==> config.mk <==
export PLATFORM = sky130hd
export DESIGN_NAME = latch_writer
export DESIGN_NICKNAME = d
export VERILOG_FILES = /design/src/rtl/latch_writer_pkg.sv /design/src/rtl/latch_writer.sv
export SDC_FILE = /design/constraint.sdc
export NUM_CORES = 1
export LEC_CHECK = 0
export BUFFER_PORTS_ARGS = -buffer_cell sky130_fd_sc_hd__buf_2
export CAP_MARGIN = 20
export CORE_AREA = 3 3 40 42
export DETAILED_ROUTE_END_ITERATION = 10
export DIE_AREA = 0 0 43 45
export REMOVE_ABC_BUFFERS = 1
export SLEW_MARGIN = 15
export SYNTH_ARGS = -nofsm -noshare
export SYNTH_HDL_FRONTEND = slang
export SYNTH_SLANG_ARGS = --single-unit
==> constraint.sdc <==
create_clock -name clk -period 1.2 [get_ports clk]
set_input_delay 0.12 -clock clk [delete_from_list [all_inputs] [get_ports clk]]
set_output_delay 0.12 -clock clk [all_outputs]
set_load 0.02 [all_outputs]
==> src/rtl/latch_writer_pkg.sv <==
// latch_writer_pkg: shared state encoding and counter sizing for latch_writer
package latch_writer_pkg;

    typedef enum logic [1:0] {IDLE, SETUP, PULSE, HOLD} state_t;

    // Width of a down-counter that must hold (max phase length - 1).
    function automatic int cnt_width(input int s, input int p, input int h);
        int m;
        m = (s > p) ? s : p;
        m = (m > h) ? m : h;
        return (m > 1) ? $clog2(m) : 1;
    endfunction

endpackage

==> src/rtl/latch_writer.sv <==
// latch_writer: sequenced writer driving d/le of a transparent-high latch bank
//   clk       : rising-edge clock
//   reset_n   : asynchronous active-low reset
//   in_valid  : producer has a word
//   in_data   : word to write
//   in_ready  : word accepted this cycle (state IDLE)
//   d         : registered data bus to latch, changes only on accept
//   le        : registered latch enable, high for PULSE_CYC cycles
//   busy      : write sequence in progress
//   done      : one-cycle pulse on the last HOLD cycle
//   q_rb, err : latch readback and sticky mismatch flag, only when
//               LATCH_WRITER_READBACK_EN is defined
module latch_writer
    import latch_writer_pkg::*;
#(
    parameter int WIDTH     = 4,
    parameter int SETUP_CYC = 1,
    parameter int PULSE_CYC = 2,
    parameter int HOLD_CYC  = 1
) (
    input  logic             clk,
    input  logic             reset_n,
    input  logic             in_valid,
    input  logic [WIDTH-1:0] in_data,
    output logic             in_ready,
    output logic [WIDTH-1:0] d,
    output logic             le,
    output logic             busy,
    output logic             done
`ifdef LATCH_WRITER_READBACK_EN
    ,
    input  logic [WIDTH-1:0] q_rb,
    output logic             err
`endif
);

    localparam int CW = cnt_width(SETUP_CYC, PULSE_CYC, HOLD_CYC);
    localparam logic [CW-1:0] S_LD = CW'(SETUP_CYC - 1);
    localparam logic [CW-1:0] P_LD = CW'(PULSE_CYC - 1);
    localparam logic [CW-1:0] H_LD = CW'(HOLD_CYC - 1);

    state_t        state, state_n;
    logic [CW-1:0] cnt, cnt_n;
    logic          last;

    assign last     = (cnt == '0);
    assign in_ready = (state == IDLE);
    assign busy     = !in_ready;
    assign done     = (state == HOLD) && last;

    // Each phase loads the counter with its length minus one on entry and
    // leaves when the counter reaches zero.
    always_comb begin
        state_n = state;
        cnt_n   = cnt - CW'(1);
        case (state)
            IDLE: begin
                cnt_n = S_LD;
                if (in_valid) state_n = SETUP;
            end
            SETUP: if (last) begin
                state_n = PULSE;
                cnt_n   = P_LD;
            end
            PULSE: if (last) begin
                state_n = HOLD;
                cnt_n   = H_LD;
            end
            HOLD: if (last) state_n = IDLE;
            default: state_n = IDLE;
        endcase
    end

    // le is registered from the next state so it is glitch-free and
    // aligned exactly with the PULSE phase.
    always_ff @(posedge clk or negedge reset_n) begin
        if (!reset_n) begin
            state <= IDLE;
            cnt   <= '0;
            d     <= '0;
            le    <= 1'b0;
        end else begin
            state <= state_n;
            cnt   <= cnt_n;
            le    <= (state_n == PULSE);
            if (in_ready && in_valid) d <= in_data;
        end
    end

`ifdef LATCH_WRITER_READBACK_EN
    // The latch has been transparent for the whole pulse, so on the first
    // HOLD cycle its output must equal d.
    always_ff @(posedge clk or negedge reset_n) begin
        if (!reset_n) err <= 1'b0;
        else          err <= err | ((state == HOLD) && (cnt == H_LD) && (q_rb != d));
    end
`endif

endmodule

==> run summary, run 1 <==
CTS
---------------------------------------------------------------------------------
# H-tree levels                                                                 1
Root buffer cell                                                         clkbuf_4
Number of buffers created by CTS                                                3
Clock insertion delay at the later pin of the skew report                 0.25 ns
Maximum number of buffers from clock root to sink                               2
Clock tree from TritonCTS                                                   built
Sink count of the clock tree                                                    8
Register clock-pin slew on the reported worst setup and hold paths        0.05 ns

STA
---------------------------------------------------------------------------------
Worst setup skew after layout                                         0.001916 ns
Worst hold slack                                                       0.09838 ns
Fmax achieved                                                          0.7970 GHz
Number of pins exceeding their max-slew limit in the final report               0
Final count of negative-setup-slack endpoints                                   5
Final worst-path cycle share                                               104.6%
Setup repair after global routing missed its margin                           yes
Hold Violations, Final                                                          0
Fin worst setup slack                                                 -0.05475 ns
Slew margin rel.                                                           83.45%
Final min period                                                         1.255 ns
Worst slew pin tran                                                     0.2480 ns

GRT
---------------------------------------------------------------------------------
GR Overflow Total                                                               0
Pin count of the biggest net entering global routing                            9
Antenna violations before repair                                                0
Wire length of the first global-routing pass                              1179 µm
Global-route usage over all layers                                         8.579%
Number of global-route vias before repair                                     278

POWER AND IR DROP
---------------------------------------------------------------------------------
Clk pwr share                                                               12.8%
Cell internal pwr                                                     0.0009975 W
Switching power                                                       0.0005993 W
Power share of the sequential group                                         30.1%
Power share of the combinational group                                      57.1%
Leakage power                                                           0.2608 nW
Worst-case vdd ir drop                                                    1573 µV
Power per standard cell area                                          3031 mW/mm²
Switch share                                                               37.53%

ROUTE
---------------------------------------------------------------------------------
Final routed wirelength across all metal layers                            695 µm
Avg WL per Cell                                                          11.21 µm
DRC violation count after routing                                               0
Antenna-violating nets left                                                     0
Pre-Repair DR Iteration Count                                                   4
1st-iter DRT viols                                                              2
Via Count                                                                     267
Via count normalized by instance count                                      4.306

WORST SETUP PATH
---------------------------------------------------------------------------------
CP Launch Type                                                           register
Highest fanout seen on the critical path                                        4
Startpoint-to-endpoint class of the critical path                         reg2reg
Endpoint type of the worst setup path                                    register
CP arrival                                                                1.39 ns
Req. time, crit path                                                      1.34 ns

FLOORPLAN
---------------------------------------------------------------------------------
Initial core utilization                                                   26.00%
Count of boundary I/O pins                                                     15
Die Y-Extent                                                                45 µm
Area of the placeable core                                           0.001285 mm²
Die area                                                             0.001935 mm²
Horizontal extent of the die                                                43 µm
# rows                                                                         13

PLACE
---------------------------------------------------------------------------------
Placed cell count                                                              55
Number of buffers added on ports                                               14
DP HPWL                                                                  491.1 µm
RePlAce Congestion                                                         0.6477
Worst setup slack after placement                                      0.02881 ns

LAYOUT
---------------------------------------------------------------------------------
Layout cells sized above 1                                                 68.09%
Sequential cell area                                                    200.2 µm²
NumNets Final                                                                  56
Utilization after layout                                                   40.99%
Filler Cells Inserted                                                         129
Area of the multi-input gates                                           137.6 µm²
Count of inserted antenna diode cells                                           0
Non-filler cells in the finished layout                                        62
Layout area overhead                                                       57.68%

LOGIC SYNTHESIS
---------------------------------------------------------------------------------
Most common cell in the synthesized netlist                               dfrtp_1
Portion of netlist area occupied by mux cells                              16.85%
Flip-flop and latch count after synthesis                                       8
Average footprint of a synthesized cell                                 13.92 µm²
Simple-gate share of the synthesized area                                  16.48%
Warning count from the yosys run                                                0
Number of enable flip-flop cells after synthesis                                0
Cell count after synthesis                                                     24
Area fraction of the dominant cell type after synthesis                    59.93%
Post-Synth Adder-Cell Area                                                     0%
Post-synthesis sequential area ratio                                       59.93%
Most numerous cell types in the synthesized netlist                  dfrtp_1, mux2_2, inv_1, nand2b_1
Post-Synth XOR/XNOR Area                                                   2.622%
Share of async-settable or async-resettable flops after synthesis          100.0%
Flip-flop cell with the highest count after synthesis                     dfrtp_1
Synth area leaders                                                   dfrtp_1, mux2_2, nor3b_4
Combinational family with the most area after synthesis              multiplexers
Synth Area in Compound Gates                                               1.873%
Netlist cell types                                                             11
Synth area leader                                                         dfrtp_1
Area of the mapped netlist                                              334.1 µm²

STATUS
---------------------------------------------------------------------------------
Status                                                               complete, but fails checks
Violated checks                                                      setup timing

WORST HOLD PATH
---------------------------------------------------------------------------------
Worst min path class                                                       in2reg

FLOW RUN
---------------------------------------------------------------------------------
Count of max-cap constraint violations                                          0

-- through the flow --
step,setup TNS [ns],instance area [µm²],power [W]
finish,-0.2301,526.8,0.001597
global route,-0.5639,526.8,0.001706
CTS,-0.2769,523.0,0.001602
detailed placement,0,437.9,0.001178
global placement,0,437.9,0.001173
floorplan,0,334.1,0.0009333
-- logic make-up (layout without fill, tap and decap cells) --
logic type / after synthesis / after routing
buffers and inverters: 2 / 25
AO/OA/AOI/OAI: 1 / 1
flip-flops: 8 / 8
AND/OR/NAND/NOR: 7 / 7
multiplexers: 5 / 5
XOR/XNOR: 1 / 1
-- metal layers --
layer / global-route usage, % / vias up / routed length, µm
li1: - / 124 / -
met1: 8.685 / 124 / 276
met2: 13.17 / 17 / 321
met3: 6.773 / 2 / 91
met4: 3.614 / 0 / 6
met5: 0 / - / 0
-- placed cells by master, fill, tap and decap left out, drive strengths merged --
cell         Yosys  final
clkbuf           0      3
buf              0     19
nor2             1      1
nand2b           2      2
xor2             1      1
nor2b            1      1
dlygate4sd3      0      1
and2b            1      1
and2             1      1
nor3b            1      1
mux2             5      5
dfrtp            8      8
inv              2      2
a31oi            1      1
-- power by group through the flow --
stage | sequential, W | combinational (W) | clock [W]
global route | 0.000500 | 0.000977 | 0.000229
CTS | 0.000483 | 0.000898 | 0.000221
finish | 0.000480 | 0.000912 | 0.000205
floorplan | 0.000615 | 0.000318 | 0
detailed placement | 0.000495 | 0.000684 | 0
global placement | 0.000497 | 0.000676 | 0
-- state kept, by name, indices dropped and copies added (netlist names) --
signal	flops
cnt	1
le	1
d	4
state	2
-- critical path, cell delays in order (launching register included) --
cell and delay (ns):
dfrtp_1 0.38, buf_4 0.14, nor3b_4 0.25, mux2_2 0.37
-- cell type report --
| class | count | area share [%] |
|---|---|---|
| sequential | 8 | 38.00 |
| timing repair buffer | 20 | 26.60 |
| multi-input combinational | 14 | 26.13 |
| clock buffer | 3 | 4.276 |
| tap | 15 | 3.563 |
| inverter | 2 | 1.425 |
-- path summary, 6_finish.rpt --
kind / end / cells past startpoint / slack (ns) / startpoint
min: d[1] / 2 / 0.1 / in_data[1]
max in group asynchronous: le / 2 / 0.80 / reset_n
min reg2reg: d[1] / 1 / 0.50 / d[1]
max reg2reg: d[3] / 3 / -0.05 / state[0]
max: d[3] / 3 / -0.05 / state[0]
min in group asynchronous: d[3] / 2 / 0.23 / reset_n
-- what timing repair did --
| action | CTS | global route |
|---|---|---|
| pin swaps | 2 | 0 |
| buffers inserted | 3 | 0 |
| gates cloned | 0 | 0 |
| hold endpoints to repair | 8 | 0 |
| hold buffers | 1 | 0 |
| gates resized for setup | 11 | 1 |
| setup endpoints to repair | 3 | 7 |
Note: power is estimated with default switching activity, not from simulation.
==> inputs of run 2 (changes only) <==
CORE_AREA = 2 2 39 41   (was 3 3 40 42)
DIE_AREA = 0 0 41 43   (was 0 0 43 45)
==> run summary, run 2 (synthesis results as in run 1) <==
LAYOUT
---------------------------------------------------------------------------------
NumNets Final                                                                  58   was 56
Fin area                                                                563.0 µm²   was 526.8 µm²
Register ranked first by flip-flop count                                        d   unchanged
Biggest registers after layout                                       d x4, state x2   unchanged
Flip-flop count of the largest register after layout                            4   unchanged
Count of inserted antenna diode cells                                           0   unchanged
Layout area overhead                                                       68.54%   was 57.68%
Filler Cells Inserted                                                         147   was 129
Non-filler cells in the finished layout                                        65   was 62
Top library cells by usage in the layout, fill and taps aside        buf_2, dfrtp_1, buf_6, mux2_4   was buf_2, dfrtp_1, mux2_2, buf_6, buf_4
Layout cells sized above 1                                                 67.35%   was 68.09%
Most common cell after layout, fill and taps aside                          buf_2   unchanged

ROUTE
---------------------------------------------------------------------------------
Antenna-violating nets left                                                     0   unchanged
Final routed wirelength across all metal layers                            765 µm   was 695 µm
Avg WL per Cell                                                          11.77 µm   was 11.21 µm
1st-iter DRT viols                                                              0   was 2
Pre-Repair DR Iteration Count                                                   1   was 4
Via Count                                                                     276   was 267
DRC violation count after routing                                               0   unchanged
Via count normalized by instance count                                      4.246   was 4.306

WORST SETUP PATH
---------------------------------------------------------------------------------
Endpoint type of the worst setup path                                    register   unchanged
Highest fanout seen on the critical path                                        3   was 4
Startpoint-to-endpoint class of the critical path                         reg2reg   unchanged
Worst path most repeated cell                                               buf_6
Req. time, crit path                                                      1.33 ns   was 1.34 ns
Delay of the slowest critical-path stage                                  0.40 ns   was 0.38 ns
Slowest-stage cell, CP                                                    dfrtp_1   unchanged
CP arrival                                                                1.41 ns   was 1.39 ns
Slack of the worst reg-to-reg path                                       -0.07 ns   was -0.05 ns
Launch instance of the worst register-to-register path                   state[1]   was state[0]
Worst setup path startpoint                                              state[1]   was state[0]
Worst reg2reg path depth                                                        4   was 3
Cells along the critical path                                        buf_6, nor3b_4, buf_6, mux2_4   was buf_4, nor3b_4, mux2_2
End of the worst register-to-register path                                   d[1]   was d[3]
CP Launch Type                                                           register   unchanged

WORST HOLD PATH
---------------------------------------------------------------------------------
Start point of the worst hold path                                     in_data[1]   unchanged
WHS Endpoint                                                                 d[1]   unchanged
Worst min path class                                                       in2reg   unchanged
Hold Path Cell Cnt                                                              2   unchanged

FLOORPLAN
---------------------------------------------------------------------------------
Die area                                                             0.001763 mm²   was 0.001935 mm²
Area of the placeable core                                           0.001384 mm²   was 0.001285 mm²
# rows                                                                         14   was 13
Count of boundary I/O pins                                                     15   unchanged
Horizontal extent of the die                                                41 µm   was 43 µm
Initial core utilization                                                   24.14%   was 26.00%
Die Y-Extent                                                                43 µm   was 45 µm

STA
---------------------------------------------------------------------------------
Worst slew pin tran                                                     0.1894 ns   was 0.2480 ns
Final min period                                                         1.272 ns   was 1.255 ns
Fin worst setup slack                                                 -0.07168 ns   was -0.05475 ns
Hold Violations, Final                                                          0   unchanged
Final count of negative-setup-slack endpoints                                   6   was 5
Number of pins exceeding their max-slew limit in the final report               0   unchanged
Worst hold slack                                                        0.1022 ns   was 0.09838 ns
Fmax achieved                                                          0.7864 GHz   was 0.7970 GHz
Setup repair after global routing missed its margin                           yes   unchanged
Worst setup skew after layout                                         0.001369 ns   was 0.001916 ns
Slew margin rel.                                                           87.37%   was 83.45%
Final worst-path cycle share                                               106.0%   was 104.6%

STATUS
---------------------------------------------------------------------------------
Violated checks                                                      setup timing   unchanged
Status                                                               complete, but fails checks   unchanged

GRT
---------------------------------------------------------------------------------
Number of global-route vias before repair                                     302   was 278
Global-route usage over all layers                                         11.39%   was 8.579%
Antenna violations before repair                                                0   unchanged
Pin count of the biggest net entering global routing                            9   unchanged
GR Overflow Total                                                               0   unchanged
Wire length of the first global-routing pass                              1228 µm   was 1179 µm

POWER AND IR DROP
---------------------------------------------------------------------------------
Total power after layout                                               0.001682 W   was 0.001597 W
Worst-case vdd ir drop                                                    1401 µV   was 1573 µV
Power per standard cell area                                          2987 mW/mm²   was 3031 mW/mm²
Leakage power                                                           0.2856 nW   was 0.2608 nW

PLACE
---------------------------------------------------------------------------------
Worst setup slack after placement                                     0.003057 ns   was 0.02881 ns
Placement Cell Area                                                     439.2 µm²   was 437.9 µm²
Placed cell count                                                              56   was 55
RePlAce Congestion                                                         0.6842   was 0.6477
Number of buffers added on ports                                               14   unchanged
DP HPWL                                                                  506.6 µm   was 491.1 µm

CTS
---------------------------------------------------------------------------------
Root buffer cell                                                         clkbuf_4   unchanged
Register clock-pin slew on the reported worst setup and hold paths        0.05 ns   about the same
Sink count of the clock tree                                                    8   unchanged
Number of buffers created by CTS                                                3   unchanged
Clock tree from TritonCTS                                                   built   unchanged
# H-tree levels                                                                 1   unchanged
Maximum number of buffers from clock root to sink                               2   unchanged
Clock insertion delay at the later pin of the skew report                 0.25 ns   about the same

FLOW RUN
---------------------------------------------------------------------------------
Count of max-cap constraint violations                                          0   unchanged

-- run 2: worst max path at each step --
stage	endpoint	slack, ns	cells after the start
3_3_place_gp	d[3]	0.03	2
6_report	d[1]	-0.07	4
4_1_cts	d[1]	-0.07	4
5_1_grt	done	-0.12	3
2_1_floorplan	d[0]	0.02	2
3_5_place_dp	d[1]	0.003	2
-- run 2: layer usage --
metal	track usage (%)	vias up	wire length (µm)
li1	-	132	-
met1	9.772	125	271
met2	16.88	19	387
met3	10.47	0	107
met4	6.000	0	0
met5	0	-	0
-- run 2: per-stage QoR --
step                      setup TNS [ns]  utilization [%]
after floorplan                        0                -
after global placement                 0            31.74
after detailed placement               0            31.74
after CTS                        -0.3165            40.42
after global routing             -0.6370            40.69
final                            -0.3423            40.69
-- run 2: area by class of cell --
class	count	area (µm²)	share of cell area [%]
clock buffers	3	22.52	4.000
repair buffers	22	160.2	28.44
well taps	16	20.02	3.556
flip-flops and latches	8	200.2	35.56
inverters	2	7.507	1.333
multi-input cells	14	152.6	27.11
-- run 2: worst max-delay path, delay by kind of cell (launching register included) --
| kind | cells | cell delay (ns) |
|---|---|---|
| buffers and inverters | 2 | 0.27 |
| flip-flops | 1 | 0.40 |
| multiplexers | 1 | 0.29 |
| AND/OR/NAND/NOR | 1 | 0.20 |
-- run 2: power breakdown --
group          switching (W)  total, W  leakage [nW]  internal (W)
clock network      0.0000867  0.000201        0.0138      0.000114
logic               0.000450  0.000996         0.176      0.000546
registers          0.0000771  0.000485        0.0960      0.000408
-- run 2: what timing repair did --
action,4_1_cts,5_1_grt
setup endpoints to repair,7,7
pin swaps,2,1
resized for setup,15,1
gates cloned,0,0
endpoints found under the hold margin,8,0
setup buffers,5,0
hold buffers,1,0
==> inputs of run 3 (changes only) <==
clock period = 1.52 ns   (was 1.2 ns; I/O delays follow)
==> run summary, run 3 (synthesis results as in run 1) <==
POWER AND IR DROP
---------------------------------------------------------------------------------
Cell internal pwr                                                     0.0006253 W   was 0.001068 W
Worst-case vdd ir drop                                                   966.2 µV   was 1401 µV
Switch share                                                               40.30%   was 36.50%
Clk pwr share                                                               15.4%   was 11.9%
Power share of the sequential group                                         39.4%   was 28.9%
Power per standard cell area                                          2293 mW/mm²   was 2987 mW/mm²
Power share of the combinational group                                      45.3%   was 59.2%
Switching power                                                       0.0004221 W   was 0.0006139 W
Leakage power                                                           0.2281 nW   was 0.2856 nW
Total power after layout                                               0.001047 W   was 0.001682 W

LAYOUT
---------------------------------------------------------------------------------
Non-filler cells in the finished layout                                        58   was 65
Count of inserted antenna diode cells                                           0   unchanged
Filler Cells Inserted                                                         135   was 147
Biggest registers after layout                                       d x4, state x2   unchanged
Top library cells by usage in the layout, fill and taps aside        buf_2, dfrtp_1, mux2_2, clkbuf_4   was buf_2, dfrtp_1, buf_6, mux2_4
Most common cell after layout, fill and taps aside                          buf_2   unchanged
Register ranked first by flip-flop count                                        d   unchanged
Flip-flop count of the largest register after layout                            4   unchanged
Layout cells sized above 1                                                 54.76%   was 67.35%
Layout area overhead                                                       36.70%   was 68.54%
NumNets Final                                                                  51   was 58

STA
---------------------------------------------------------------------------------
Worst hold slack                                                        0.1282 ns   was 0.1022 ns
Hold Violations, Final                                                          0   unchanged
Setup repair after global routing missed its margin                            no   was yes
Fmax achieved                                                          0.7167 GHz
Worst slew pin tran                                                     0.2755 ns   was 0.1894 ns
Final count of negative-setup-slack endpoints                                   0   was 6
Fin Setup TNS                                                                0 ns   was -0.3423 ns
Slew margin rel.                                                           81.63%   was 87.37%
Final worst-path cycle share                                               91.80%
Number of pins exceeding their max-slew limit in the final report               0   unchanged
Fin worst setup slack                                                   0.1247 ns   was -0.07168 ns
Final min period                                                         1.395 ns
Worst setup skew after layout                                         0.003131 ns   was 0.001369 ns

GRT
---------------------------------------------------------------------------------
Antenna violations before repair                                                0   unchanged
Wire length of the first global-routing pass                              1028 µm   was 1228 µm
Global-route usage over all layers                                         9.524%   was 11.39%
Number of global-route vias before repair                                     239   was 302
GR Overflow Total                                                               0   unchanged
Pin count of the biggest net entering global routing                            9   unchanged

CTS
---------------------------------------------------------------------------------
Number of hold-repair buffers added at the cts stage                            1   unchanged
Root buffer cell                                                         clkbuf_4   unchanged
Sink count of the clock tree                                                    8   unchanged
Register clock-pin slew on the reported worst setup and hold paths        0.05 ns   about the same
Post-CTS resize count                                                           0   was 15
Number of buffers created by CTS                                                3   unchanged
# H-tree levels                                                                 1   unchanged
Maximum number of buffers from clock root to sink                               2   unchanged
Number of buffers added for setup after CTS                                     0   was 5
Clock tree from TritonCTS                                                   built   unchanged
Clock insertion delay at the later pin of the skew report                 0.25 ns   about the same

ROUTE
---------------------------------------------------------------------------------
Final routed wirelength across all metal layers                            649 µm   was 765 µm
Via count normalized by instance count                                      4.276   was 4.246
Antenna-violating nets left                                                     0   unchanged
Via Count                                                                     248   was 276
DRC violation count after routing                                               0   unchanged
1st-iter DRT viols                                                              3   was 0
Avg WL per Cell                                                          11.19 µm   was 11.77 µm
Pre-Repair DR Iteration Count                                                   2   was 1

FLOORPLAN
---------------------------------------------------------------------------------
Count of boundary I/O pins                                                     15   unchanged
Die area                                                             0.001763 mm²   unchanged
Horizontal extent of the die                                                41 µm   unchanged
Area of the placeable core                                           0.001384 mm²   unchanged
# rows                                                                         14   unchanged
Initial core utilization                                                   24.14%   unchanged
Die Y-Extent                                                                43 µm   unchanged

PLACE
---------------------------------------------------------------------------------
RePlAce Congestion                                                         0.7175   was 0.6842
Number of buffers added on ports                                               14   unchanged
Placed cell count                                                              54   was 56
DP HPWL                                                                  493.5 µm   was 506.6 µm
Worst setup slack after placement                                       0.2592 ns   was 0.003057 ns

FLOW RUN
---------------------------------------------------------------------------------
Count of max-cap constraint violations                                          0   unchanged

WORST SETUP PATH
---------------------------------------------------------------------------------
Worst reg2reg path depth                                                        2   was 4
Endpoint type of the worst setup path                                  output pin   was register
Startpoint-to-endpoint class of the critical path                         reg2out   was reg2reg
Req. time, crit path                                                      1.37 ns   was 1.33 ns
Highest fanout seen on the critical path                                        5   was 3
CP arrival                                                                1.24 ns   was 1.41 ns
CP Launch Type                                                           register   unchanged

STATUS
---------------------------------------------------------------------------------
Status                                                               finished clean   was complete, but fails checks

WORST HOLD PATH
---------------------------------------------------------------------------------
Hold Path Cell Cnt                                                              2   unchanged
Worst min path class                                                       in2reg   unchanged

==> run 3: changes by cell type in the layout (fill, tap and decap cells not counted) <==
cell     delta
buf_6       -6
buf_4       -3
mux2_4      -4
nor2_1      +1
and2b_1     +1
and2b_2     -1
nor2_4      -1
buf_2       +2
and2_1      +1
and2_4      -1
mux2_2      +4
==> run 3: final timing paths <==
check / from / endpoint / slack [ns]
worst max-delay path: state[0] / done / 0.12
max in group asynchronous: reset_n / le / 1.08
worst min register to register: d[2] / d[2] / 0.50
min in group asynchronous: reset_n / d[2] / 0.27
worst min-delay path: in_data[2] / d[2] / 0.13
worst max register to register: state[1] / d[1] / 0.26
==> run 3: per-stage QoR <==
step	area (µm²)	util [%]
5_1_grt	456.7	33.00
3_3_place_gp	424.2	30.65
4_1_cts	456.7	33.00
6_report	456.7	33.00
2_1_floorplan	334.1	-
3_5_place_dp	424.2	30.65
==> run 3: power groups by stage <==
stage	clock [W]	sequential [W]	combinational (W)
2_1_floorplan	0	0.000485	0.000251
3_3_place_gp	0	0.000414	0.000474
3_5_place_dp	0	0.000417	0.000477
4_1_cts	0.000172	0.000413	0.000482
5_1_grt	0.000188	0.000428	0.000521
6_report	0.000161	0.000412	0.000474
==> run 3: metal layers <==
metal / track usage, % / up-vias / share of wire [%]
li1: - / 114 / -
met1: 10.60 / 113 / 42
met2: 11.25 / 19 / 39
met3: 10.47 / 2 / 18
met4: 4.000 / 0 / 1.2
met5: 0 / - / 0
==> run 3: final cells by class <==
cell class,count,area (µm²),area share (%)
Inverter,2,7.507,1.644
Multi-Input combinational cell,14,126.4,27.67
Tap cell,16,20.02,4.384
Timing Repair Buffer,15,80.08,17.53
Clock buffer,3,22.52,4.932
Sequential cell,8,200.2,43.84
==> run 3: worst max-delay path, cell delays in order, from the launching register on <==
cell,delay [ns]
dfrtp_1,0.44
and2b_1,0.24
and2_1,0.17
buf_2,0.15
